**config.mk**
```make
export PLATFORM = sky130hd
export DESIGN_NAME = uart_multi_ctrl
export DESIGN_NICKNAME = d
export VERILOG_FILES = /design/src/rtl/uart_ctrl_pkg.sv /design/src/rtl/uart_rx_core.sv /design/src/rtl/uart_multi_ctrl.sv
export SDC_FILE = /design/constraint.sdc
export NUM_CORES = 1
export LEC_CHECK = 0
export CAP_MARGIN = 20
export CORE_MARGIN = 4
export CORE_UTILIZATION = 64
export CTS_BUF_LIST = sky130_fd_sc_hd__clkbuf_16
export DETAILED_ROUTE_END_ITERATION = 10
export PLACE_DENSITY_LB_ADDON = 0.05
export SYNTH_ARGS = -nofsm -noshare
export SYNTH_HDL_FRONTEND = slang
export SYNTH_SLANG_ARGS = --single-unit
```
**constraint.sdc**
```tcl
create_clock -name clk -period 14.25 [get_ports clk]
set_input_delay 1.425 -clock clk [delete_from_list [all_inputs] [get_ports clk]]
set_output_delay 1.425 -clock clk [all_outputs]
set_load 0.01 [all_outputs]
```
**src/rtl/uart_ctrl_pkg.sv**
```systemverilog
// Shared definitions for the UART multi-channel pattern controller.
// Holds the frame delimiters, the frame length, the parser and receiver
// state encodings, and the committed-command payload struct.
package uart_ctrl_pkg;

    localparam int unsigned FRAME_LEN = 9;

    localparam logic [7:0] HDR0 = 8'h55;
    localparam logic [7:0] HDR1 = 8'hA5;
    localparam logic [7:0] TAIL = 8'hF0;

    localparam int unsigned PS_W = $clog2(FRAME_LEN);

    // One parser state per frame byte position.
    typedef enum logic [PS_W-1:0] {
        PS_IDLE,
        PS_HDR2,
        PS_CH,
        PS_PAT,
        PS_T3,
        PS_T2,
        PS_T1,
        PS_T0,
        PS_TAIL
    } parse_state_e;

    typedef enum logic [1:0] {
        RX_IDLE,
        RX_START,
        RX_DATA,
        RX_STOP
    } rx_state_e;

    // Channel configuration carried from the parser into a channel on commit.
    typedef struct packed {
        logic [7:0]  pattern;
        logic [31:0] period;
    } chan_cfg_t;

endpackage

```
**src/rtl/uart_rx_core.sv**
```systemverilog
// 8N1 UART byte receiver.
// Ports: clk, reset (async, active-high), rx (raw serial line, idle high);
//        data[7:0] received byte, valid one-cycle pulse with data,
//        err one-cycle pulse when the stop bit samples low.
module uart_rx_core
    import uart_ctrl_pkg::*;
#(
    parameter int unsigned BAUD_DIV = 434
) (
    input  logic       clk,
    input  logic       reset,
    input  logic       rx,
    output logic [7:0] data,
    output logic       valid,
    output logic       err
);

    localparam int unsigned HALF  = BAUD_DIV / 2;
    localparam int unsigned CNT_W = $clog2(BAUD_DIV + 1);

    logic            sync1_q, sync2_q, prev_q;
    rx_state_e       state_q, state_d;
    logic [CNT_W-1:0] cnt_q, cnt_d;
    logic [2:0]      bit_q, bit_d;
    logic [7:0]      shift_q, shift_d;
    logic [7:0]      data_q, data_d;
    logic            valid_q, valid_d;
    logic            err_q, err_d;

    // Bit-timing state machine; all sampling uses the synchronised line.
    always_comb begin
        state_d = state_q;
        cnt_d   = cnt_q + CNT_W'(1);
        bit_d   = bit_q;
        shift_d = shift_q;
        data_d  = data_q;
        valid_d = 1'b0;
        err_d   = 1'b0;
        case (state_q)
            RX_IDLE: begin
                cnt_d = '0;
                // Only a genuine 1->0 transition starts a byte, so a line
                // stuck low after a bad stop bit cannot retrigger.
                if (prev_q && !sync2_q) state_d = RX_START;
            end
            RX_START: begin
                if (cnt_q == CNT_W'(HALF - 1)) begin
                    cnt_d   = '0;
                    bit_d   = '0;
                    state_d = sync2_q ? RX_IDLE : RX_DATA;
                end
            end
            RX_DATA: begin
                if (cnt_q == CNT_W'(BAUD_DIV - 1)) begin
                    cnt_d   = '0;
                    shift_d = {sync2_q, shift_q[7:1]};
                    bit_d   = bit_q + 3'd1;
                    if (bit_q == 3'd7) state_d = RX_STOP;
                end
            end
            RX_STOP: begin
                if (cnt_q == CNT_W'(BAUD_DIV - 1)) begin
                    cnt_d   = '0;
                    state_d = RX_IDLE;
                    if (sync2_q) begin
                        valid_d = 1'b1;
                        data_d  = shift_q;
                    end else begin
                        err_d = 1'b1;
                    end
                end
            end
            default: state_d = RX_IDLE;
        endcase
    end

    always_ff @(posedge clk or posedge reset) begin
        if (reset) begin
            sync1_q <= 1'b1;
            sync2_q <= 1'b1;
            prev_q  <= 1'b1;
            state_q <= RX_IDLE;
            cnt_q   <= '0;
            bit_q   <= '0;
            shift_q <= '0;
            data_q  <= '0;
            valid_q <= 1'b0;
            err_q   <= 1'b0;
        end else begin
            sync1_q <= rx;
            sync2_q <= sync1_q;
            prev_q  <= sync2_q;
            state_q <= state_d;
            cnt_q   <= cnt_d;
            bit_q   <= bit_d;
            shift_q <= shift_d;
            data_q  <= data_d;
            valid_q <= valid_d;
            err_q   <= err_d;
        end
    end

    assign data  = data_q;
    assign valid = valid_q;
    assign err   = err_q;

endmodule

```
**src/rtl/uart_multi_ctrl.sv**
```systemverilog
// UART-commanded multi-channel pattern generator.
// Receives 9-byte frames (55 A5 ch pat t3 t2 t1 t0 F0) and loads the
// addressed channel, which then steps through pattern bits LSB first,
// holding each bit for 'period' cycles.
// Ports: clk, reset (async, active-high), uart_rx (8N1 serial in);
//        signal[CH_NUM-1:0] per-channel outputs, cmd_done commit pulse,
//        frame_err reject pulse.
module uart_multi_ctrl
    import uart_ctrl_pkg::*;
#(
    parameter int unsigned CH_NUM       = 4,
    parameter int unsigned BAUD_DIV     = 434,
    parameter int unsigned IDLE_TIMEOUT = 50000
) (
    input  logic              clk,
    input  logic              reset,
    input  logic              uart_rx,
    output logic [CH_NUM-1:0] signal,
    output logic              cmd_done,
    output logic              frame_err
);

    logic [7:0] rx_data;
    logic       rx_valid;
    logic       rx_err;

    uart_rx_core #(
        .BAUD_DIV (BAUD_DIV)
    ) u_rx (
        .clk   (clk),
        .reset (reset),
        .rx    (uart_rx),
        .data  (rx_data),
        .valid (rx_valid),
        .err   (rx_err)
    );

    parse_state_e ps_q, ps_d;
    logic [7:0]   ch_q, ch_d;
    chan_cfg_t    cfg_q, cfg_d;
    logic [31:0]  tmo_q, tmo_d;
    logic         cmd_done_q, cmd_done_d;
    logic         frame_err_q, frame_err_d;
    logic         commit_c;
    logic         ch_ok_c;

    assign ch_ok_c = ({24'd0, ch_q} < CH_NUM);

    // Frame parser with inter-byte silence timeout.
    always_comb begin
        ps_d        = ps_q;
        ch_d        = ch_q;
        cfg_d       = cfg_q;
        tmo_d       = '0;
        cmd_done_d  = 1'b0;
        frame_err_d = 1'b0;
        commit_c    = 1'b0;
        if (rx_err) begin
            // A corrupted byte invalidates any frame in progress.
            frame_err_d = 1'b1;
            ps_d        = PS_IDLE;
        end else if (rx_valid) begin
            case (ps_q)
                PS_IDLE: if (rx_data == HDR0) ps_d = PS_HDR2;
                PS_HDR2: begin
                    if (rx_data == HDR1)      ps_d = PS_CH;
                    else if (rx_data != HDR0) ps_d = PS_IDLE;
                end
                PS_CH: begin
                    ch_d = rx_data;
                    ps_d = PS_PAT;
                end
                PS_PAT: begin
                    cfg_d.pattern = rx_data;
                    ps_d          = PS_T3;
                end
                PS_T3: begin
                    cfg_d.period[31:24] = rx_data;
                    ps_d                = PS_T2;
                end
                PS_T2: begin
                    cfg_d.period[23:16] = rx_data;
                    ps_d                = PS_T1;
                end
                PS_T1: begin
                    cfg_d.period[15:8] = rx_data;
                    ps_d               = PS_T0;
                end
                PS_T0: begin
                    cfg_d.period[7:0] = rx_data;
                    ps_d              = PS_TAIL;
                end
                PS_TAIL: begin
                    ps_d = PS_IDLE;
                    if (rx_data == TAIL && ch_ok_c) begin
                        cmd_done_d = 1'b1;
                        commit_c   = 1'b1;
                    end else begin
                        frame_err_d = 1'b1;
                    end
                end
                default: ps_d = PS_IDLE;
            endcase
        end else if (ps_q != PS_IDLE) begin
            if (tmo_q == 32'(IDLE_TIMEOUT - 1)) begin
                ps_d        = PS_IDLE;
                frame_err_d = 1'b1;
            end else begin
                tmo_d = tmo_q + 32'd1;
            end
        end
    end

    always_ff @(posedge clk or posedge reset) begin
        if (reset) begin
            ps_q        <= PS_IDLE;
            ch_q        <= '0;
            cfg_q       <= '0;
            tmo_q       <= '0;
            cmd_done_q  <= 1'b0;
            frame_err_q <= 1'b0;
        end else begin
            ps_q        <= ps_d;
            ch_q        <= ch_d;
            cfg_q       <= cfg_d;
            tmo_q       <= tmo_d;
            cmd_done_q  <= cmd_done_d;
            frame_err_q <= frame_err_d;
        end
    end

    assign cmd_done  = cmd_done_q;
    assign frame_err = frame_err_q;

    // Per-channel step counters; only the addressed channel reacts to a commit.
    for (genvar i = 0; i < CH_NUM; i++) begin : g_ch
        logic [7:0]  pat_q, pat_d;
        logic [31:0] per_q, per_d;
        logic [31:0] cnt_q, cnt_d;
        logic [2:0]  idx_q, idx_d;
        logic        sig_q, sig_d;
        logic        load_c;

        always_comb begin
            load_c = commit_c && (ch_q == 8'(i));
            pat_d  = pat_q;
            per_d  = per_q;
            cnt_d  = cnt_q;
            idx_d  = idx_q;
            // Output lags the index by one register so a new command shows
            // pattern[0] from the cycle after cmd_done.
            sig_d  = (per_q != 32'd0) ? pat_q[idx_q] : 1'b0;
            if (load_c) begin
                pat_d = cfg_q.pattern;
                per_d = cfg_q.period;
                cnt_d = '0;
                idx_d = '0;
            end else if (per_q == 32'd0) begin
                cnt_d = '0;
                idx_d = '0;
            end else if (cnt_q == per_q - 32'd1) begin
                cnt_d = '0;
                idx_d = idx_q + 3'd1;
            end else begin
                cnt_d = cnt_q + 32'd1;
            end
        end

        always_ff @(posedge clk or posedge reset) begin
            if (reset) begin
                pat_q <= '0;
                per_q <= '0;
                cnt_q <= '0;
                idx_q <= '0;
                sig_q <= 1'b0;
            end else begin
                pat_q <= pat_d;
                per_q <= per_d;
                cnt_q <= cnt_d;
                idx_q <= idx_d;
                sig_q <= sig_d;
            end
        end

        assign signal[i] = sig_q;
    end

endmodule

```
# [After elaboration in Yosys (flattened, before gate mapping)]
# Index checks and enable logic that the tools add are counted.
[classes] n_lt_le_gt_ge=5 add_sub_neg=15 eq_ne=33 n_reduce_logical=38 n_bitwise=1 muxes=77
[ops] op="32-bit two-way mux" count=16
[ops] op="32-bit by 1-bit adder with 32-bit output, second input constant" count=5
[ops] op="32-bit equality test" count=4
[ops] op="32-bit zero test" count=4
[ops] op="32-bit nonzero test" count=4
[ops] op="32-bit by 1-bit subtractor with 32-bit output, second input constant" count=4
[ops] op="3-bit two-way mux" count=14
[ops] op="32-bit by 16-bit equality test with 1-bit output, second input constant" count=1
[ops] op="4-bit case mux with 8 select lines" count=1
[ops] op="4-bit two-way mux" count=7
[ops] op="9-bit case mux with 3 select lines" count=1
[ops] op="1-bit two-way mux" count=24
[ops] op="3-bit AND reduction" count=8
[ops] op="9-bit two-way mux" count=2
[ops] op="3-bit nonzero test" count=6
[ops] op="4-bit by 3-bit equality test with 1-bit output, second input constant" count=4
[ops] op="8-bit by 2-bit equality test with 1-bit output, second input constant" count=2
[ops] op="8-bit equality test, second input constant" count=2
[ops] op="3-bit by 4-bit < comparator with 1-bit output, second input constant" count=4
[ops] op="3-bit by 1-bit adder with 3-bit output, second input constant" count=5
[ops] op="1-bit binary-select mux with 3-bit select" count=4
[ops] op="2-bit two-way mux" count=6
[ops] op="2-bit by 1-bit inequality test with 1-bit output, second input constant" count=5
[ops] op="9-bit by 1-bit adder with 9-bit output, second input constant" count=1
[ops] op="other kinds (28)" count=35
[totals] in_bits=3 regBits=425 elab_cells=209 output_inout_bits=6

# [Longest topological paths before layout]
[depth] ltp_word=8 depth_mapped=13 mapped_depth_nobuf=10

# [By module]
# Synthesis repeated with hierarchy kept, for this count alone.
[hier_totals] cells_unflattened=2397 area_unflattened_um2=23166.0
[modules_own_cells] module="uart_multi_ctrl" seq_area_each_um2=9759.4 area_each_um2=21573.2 instances=1 cells_per_inst=2275
[modules_own_cells] module="uart_rx_core" seq_area_each_um2=879.6 area_each_um2=1592.8 instances=1 cells_per_inst=122

# [Worst setup path after synthesis]
# No wires, ideal clock.
[synth_timing] kind="reg-to-reg" start="register g_ch[0].per_q[6]" end="register g_ch[0].cnt_q[23]" setup_slack_ns=10.885 n_path_buf=2 path_stages_with_launch=11 required_ns=14.118 setup_ns=0.132 period_less_slack_ns=3.365 t_arrival_ns=3.233 path_cell_list="dfrtp_1 -> buf_2 -> nor4_1 -> nand4_1 -> or3_2 -> mux2i_1 -> o21ai_0 -> nand4bb_1 -> o21bai_1 -> clkbuf_1 -> nor2_1"
[synth_between] elab_chain_len=5 elab_cells_between_ends=6 cone_classes="1 x add/sub; 1 x eq/ne; 3 x mux; 1 x reduce/logical"
[synth_lines] item="start: declaration" line="uart_multi_ctrl.sv:138" source="logic [31:0] per_q, per_d;"
[synth_lines] item="start signal: assignment" line="uart_multi_ctrl.sv:178" source="per_q <= per_d;"
[synth_lines] item="32-bit by 1-bit subtractor with 32-bit output" line="uart_multi_ctrl.sv:161" source="end else if (cnt_q == per_q - 32'd1) begin"
[synth_lines] item="32-bit equality test" line="uart_multi_ctrl.sv:161"
[synth_lines] item="32-bit two-way mux" line="uart_multi_ctrl.sv:161"
[synth_lines] item="32-bit two-way mux *" line="uart_multi_ctrl.sv:158" source="end else if (per_q == 32'd0) begin"
[synth_lines] item="32-bit two-way mux *" line="uart_multi_ctrl.sv:153" source="if (load_c) begin"
[synth_lines] item="net g_ch[0].cnt_d[23]" line="uart_multi_ctrl.sv:139" source="logic [31:0] cnt_q, cnt_d;"
[synth_lines] item="end signal: assignment" line="uart_multi_ctrl.sv:179" source="cnt_q <= cnt_d;"
[synth_lines] item="end: declaration" line="uart_multi_ctrl.sv:139"
# Mark *: on every way through the listed nets, which the timed path passes. The rest lies on a longest branch.
# A chain may end at the register's enable or synchronous reset.

# [Worst setup path in the final report]
[layout_timing] start="register g_ch[2].per_q[4]" end="register g_ch[2].cnt_q[3]"
[layout_between] elab_chain_len=5 elab_cells_between_ends=6 cone_classes="1 x add/sub; 1 x eq/ne; 3 x mux; 1 x reduce/logical"
[layout_lines] item="start: declaration" line="uart_multi_ctrl.sv:138"
[layout_lines] item="start signal: assignment" line="uart_multi_ctrl.sv:178"
[layout_lines] item="32-bit by 1-bit subtractor with 32-bit output" line="uart_multi_ctrl.sv:161"
[layout_lines] item="32-bit equality test" line="uart_multi_ctrl.sv:161"
[layout_lines] item="32-bit two-way mux" line="uart_multi_ctrl.sv:161"
[layout_lines] item="32-bit two-way mux *" line="uart_multi_ctrl.sv:158"
[layout_lines] item="32-bit two-way mux *" line="uart_multi_ctrl.sv:153"
[layout_lines] item="net g_ch[2].cnt_d[3]" line="uart_multi_ctrl.sv:139"
[layout_lines] item="end signal: assignment" line="uart_multi_ctrl.sv:179"
[layout_lines] item="end: declaration" line="uart_multi_ctrl.sv:139"
# Marked as above.

==> flow_summary.json <==
{
  "outcome": "completed",
  "slew_violations": 0,
  "crit_required_ns": 14.66,
  "setup_viol": 0,
  "crit_cells": 8,
  "ys_types": 87,
  "cts_setup_buffers": 0,
  "crit_path_top_delay_cell": "a2111oi_0",
  "area_growth_syn_to_layout_pct": 8.32,
  "synth_edf_count": 0,
  "ir_drop_uv": 113,
  "hold_viol_final": 0,
  "cp_slowest_stage_delay_ns": 0.98,
  "cts_resized": 0,
  "synth_mux_area_frac": 0.0979,
  "path_cells": "nor3_1 -> nand4_1 -> xnor2_1 -> a2111oi_0 -> nand3_1 -> a2111oi_0 -> a211o_1 -> nor2_1",
  "worst-path-max-fanout": 31,
  "maxSlewHeadroom": 0.246,
  "cp_top_family": "compound AO/OA/AOI/OAI gates",
  "top_layer": "met4",
  "synth_compound_area_frac": 0.0647,
  "gp_congestion": 0.921,
  "worstRegToRegCells": 8,
  "synth.most_common_cell": "dfrtp_1",
  "syn_nets": 2405,
  "die-height_um": 199,
  "hold_path.class": "reg -> reg",
  "grt_pass1_wl_um": 92000,
  "detail-route-antenna-nets": 0,
  "cap_violations": 0,
  "worstHoldPathCells": 0,
  "wl_met3_um": 3150,
  "dieArea_um2": 39700,
  "yosysSeqAreaShare": 0.455,
  "synth_top_family_by_area": "simple AND/OR/NAND/NOR gates",
  "synth-simple-area-share": 0.226,
  "row_count": 69,
  "ctsRootBufferMaster": "clkbuf_16",
  "synth_top_area_share": 0.451,
  "ys_warn_count": 0,
  "tightest_slew_ns": 1.10,
  "place_worst_setup_slack_ns": 9.79,
  "synth_ff_type": "dfrtp_1",
  "synthAdderAreaFrac": 0.0118,
  "synth_top_area_cell": "dfrtp_1",
  "htree_num_levels": 2,
  "postCtsHoldBufs": 0,
  "start_util": 0.653,
  "crit_top_cell": "a2111oi_0",
  "arrival_ns": 5.05,
  "clk_pin_slew_ns": 0.06,
  "coreArea_um2": 35800,
  "wl_met2_um": 27300,
  "syn_area_um2": 23400,
  "power_mw": 2.52,
  "grt_start_max_net_pins": 166,
  "cts.sinks": 425,
  "clock_latency_ns": 0.59,
  "p_leak_nw": 11.4,
  "critPathCaptureType": "flop",
  "synth.avg_cell_area_um2": 9.83,
  "synthTopCellsByCount": "dfrtp_1, nor2_1, nand2_1",
  "synth-async-reset-ratio": 1.00,
  "dr.pass1.iters": 5,
  "synthXorXnorAreaFrac": 0.119,
  "cts_made_buffers": 45,
  "clk_path_buf_depth": 3,
  "vias": 17500,
  "finClkSkew_ns": 0.0276,
  "max_freq_mhz": 215,
  "antenna_found_initial": 2,
  "wl_met1_um": 23800,
  "grt-ovfl-total": 0,
  "p_per_area_nw_per_um2": 99.4,
  "critPathBufInv": 0,
  "grt_pass1_vias": 17500,
  "portBuffers": 8,
  "io_pins": 9,
  "viasPerCell": 6.17,
  "grtUsageTotal": 0.289,
  "cts_tree": "yes",
  "setup_tns_ns": 0,
  "synth.ff_latch_count": 425,
  "synthTopCellsByArea": "dfrtp_1, mux2_2, xnor2_1",
  "drt_drc_violations_left": 0,
  "startpoint_type": "flop",
  "layout-drive-gt1-share": 0.128,
  "period_minus_slack_ns": 4.64,
  "drt_iter0_drc": 1259,
  "rsz0062_at_grt": "no",
  "min_period_over_period": 0.326,
  "fin_ws_ns": 9.61,
  "wirelength_um": 56100,
  "layout.nets": 2367,
  "post_drt_wl_per_cell_um": 19.8,
  "critical_path_class": "reg -> reg",
  "die_w_um": 199,
  "hpwl_um": 39000,
  "postSynthCellCount": 2380
}
## worst register-to-register path: stages (launching register included)
cell	delay, ns
dfrtp_1	0.43
nor3_1	0.69
nand4_1	0.35
xnor2_1	0.24
a2111oi_0	0.63
nand3_1	0.15
a2111oi_0	0.98
a211o_1	0.88
nor2_1	0.14
## where the power goes
| part | internal, mW | switching (mW) | total [mW] |
|---|---|---|---|
| Clock | 0.741 | 0.489 | 1.23 |
| Combinational | 0.0172 | 0.0524 | 0.0696 |
| Sequential | 1.21 | 0.00593 | 1.22 |
## state kept, by name, indices dropped and copies added (netlist names), 8 cells and up, named ones only
name	count
cfg_q	40
u_rx.cnt_q	9
ch_q	8
tmo_q	32
u_rx.data	8
g_ch.per_q	128
g_ch.idx_q	12
g_ch.cnt_q	128
u_rx.shift_q	8
g_ch.pat_q	32
## path summary, 6_finish.rpt
check                                          to        startpoint  slack (ns)
worst max-delay path             g_ch[2].cnt_q[3]  g_ch[2].per_q[4]        9.61
worst min-delay path                 u_rx.sync2_q      u_rx.sync1_q        0.36
worst max register to register   g_ch[2].cnt_q[3]  g_ch[2].per_q[4]        9.61
worst min register to register       u_rx.sync2_q      u_rx.sync1_q        0.36
max in group asynchronous       g_ch[3].per_q[20]             reset       10.62
min in group asynchronous         u_rx.shift_q[3]             reset        1.43
## stage by stage
stage,utilization,std cells,instance area (µm²),hold WS (ns)
6_report,0.707,2837,25300,0.357
5_1_grt,0.707,2836,25300,0.364
2_1_floorplan,-,2380,23400,0.345
3_3_place_gp,0.663,2755,23800,0.349
3_5_place_dp,0.663,2755,23800,0.347
4_1_cts,0.707,2835,25300,0.359
## cells by family after synthesis
group | after synthesis
fa+ha+maj | 22
compound gates | 211
xor+xnor | 319
flops | 425
simple gates | 1052
buf+inv | 153
mux | 198
## area by class of cell
class	instances	area, µm²
multi-input combinational	1802	12200
antenna	1	2.50
timing repair buffer	22	218
clock inverter	33	373
sequential	425	10600
inverter	46	180
fill	2725	10500
tap	461	577
clock buffer	47	1180
## metal layers
| layer | vias up | global-route usage |
|---|---|---|
| met3 | 113 | 0.0519 |
| met1 | 8660 | 0.378 |
| met4 | 0 | 0.105 |
| li1 | 8280 | - |
| met2 | 463 | 0.487 |
| met5 | - | 0 |
## cells in the final DEF, fill, tap and decap left out, types with 30 or more instances in the layout
master	count
xnor2_1	163
dfrtp_1	422
a21oi_1	30
o21ai_0	47
nand4_1	56
or3_1	32
mux2_2	167
nor4_1	46
nor3_1	63
nand2_1	274
nor2_1	292
nand3_1	93
xor2_1	156
clkbuf_16	47
inv_1	54
and3_1	39
No activity file was read; power rests on OpenSTA's default activity.
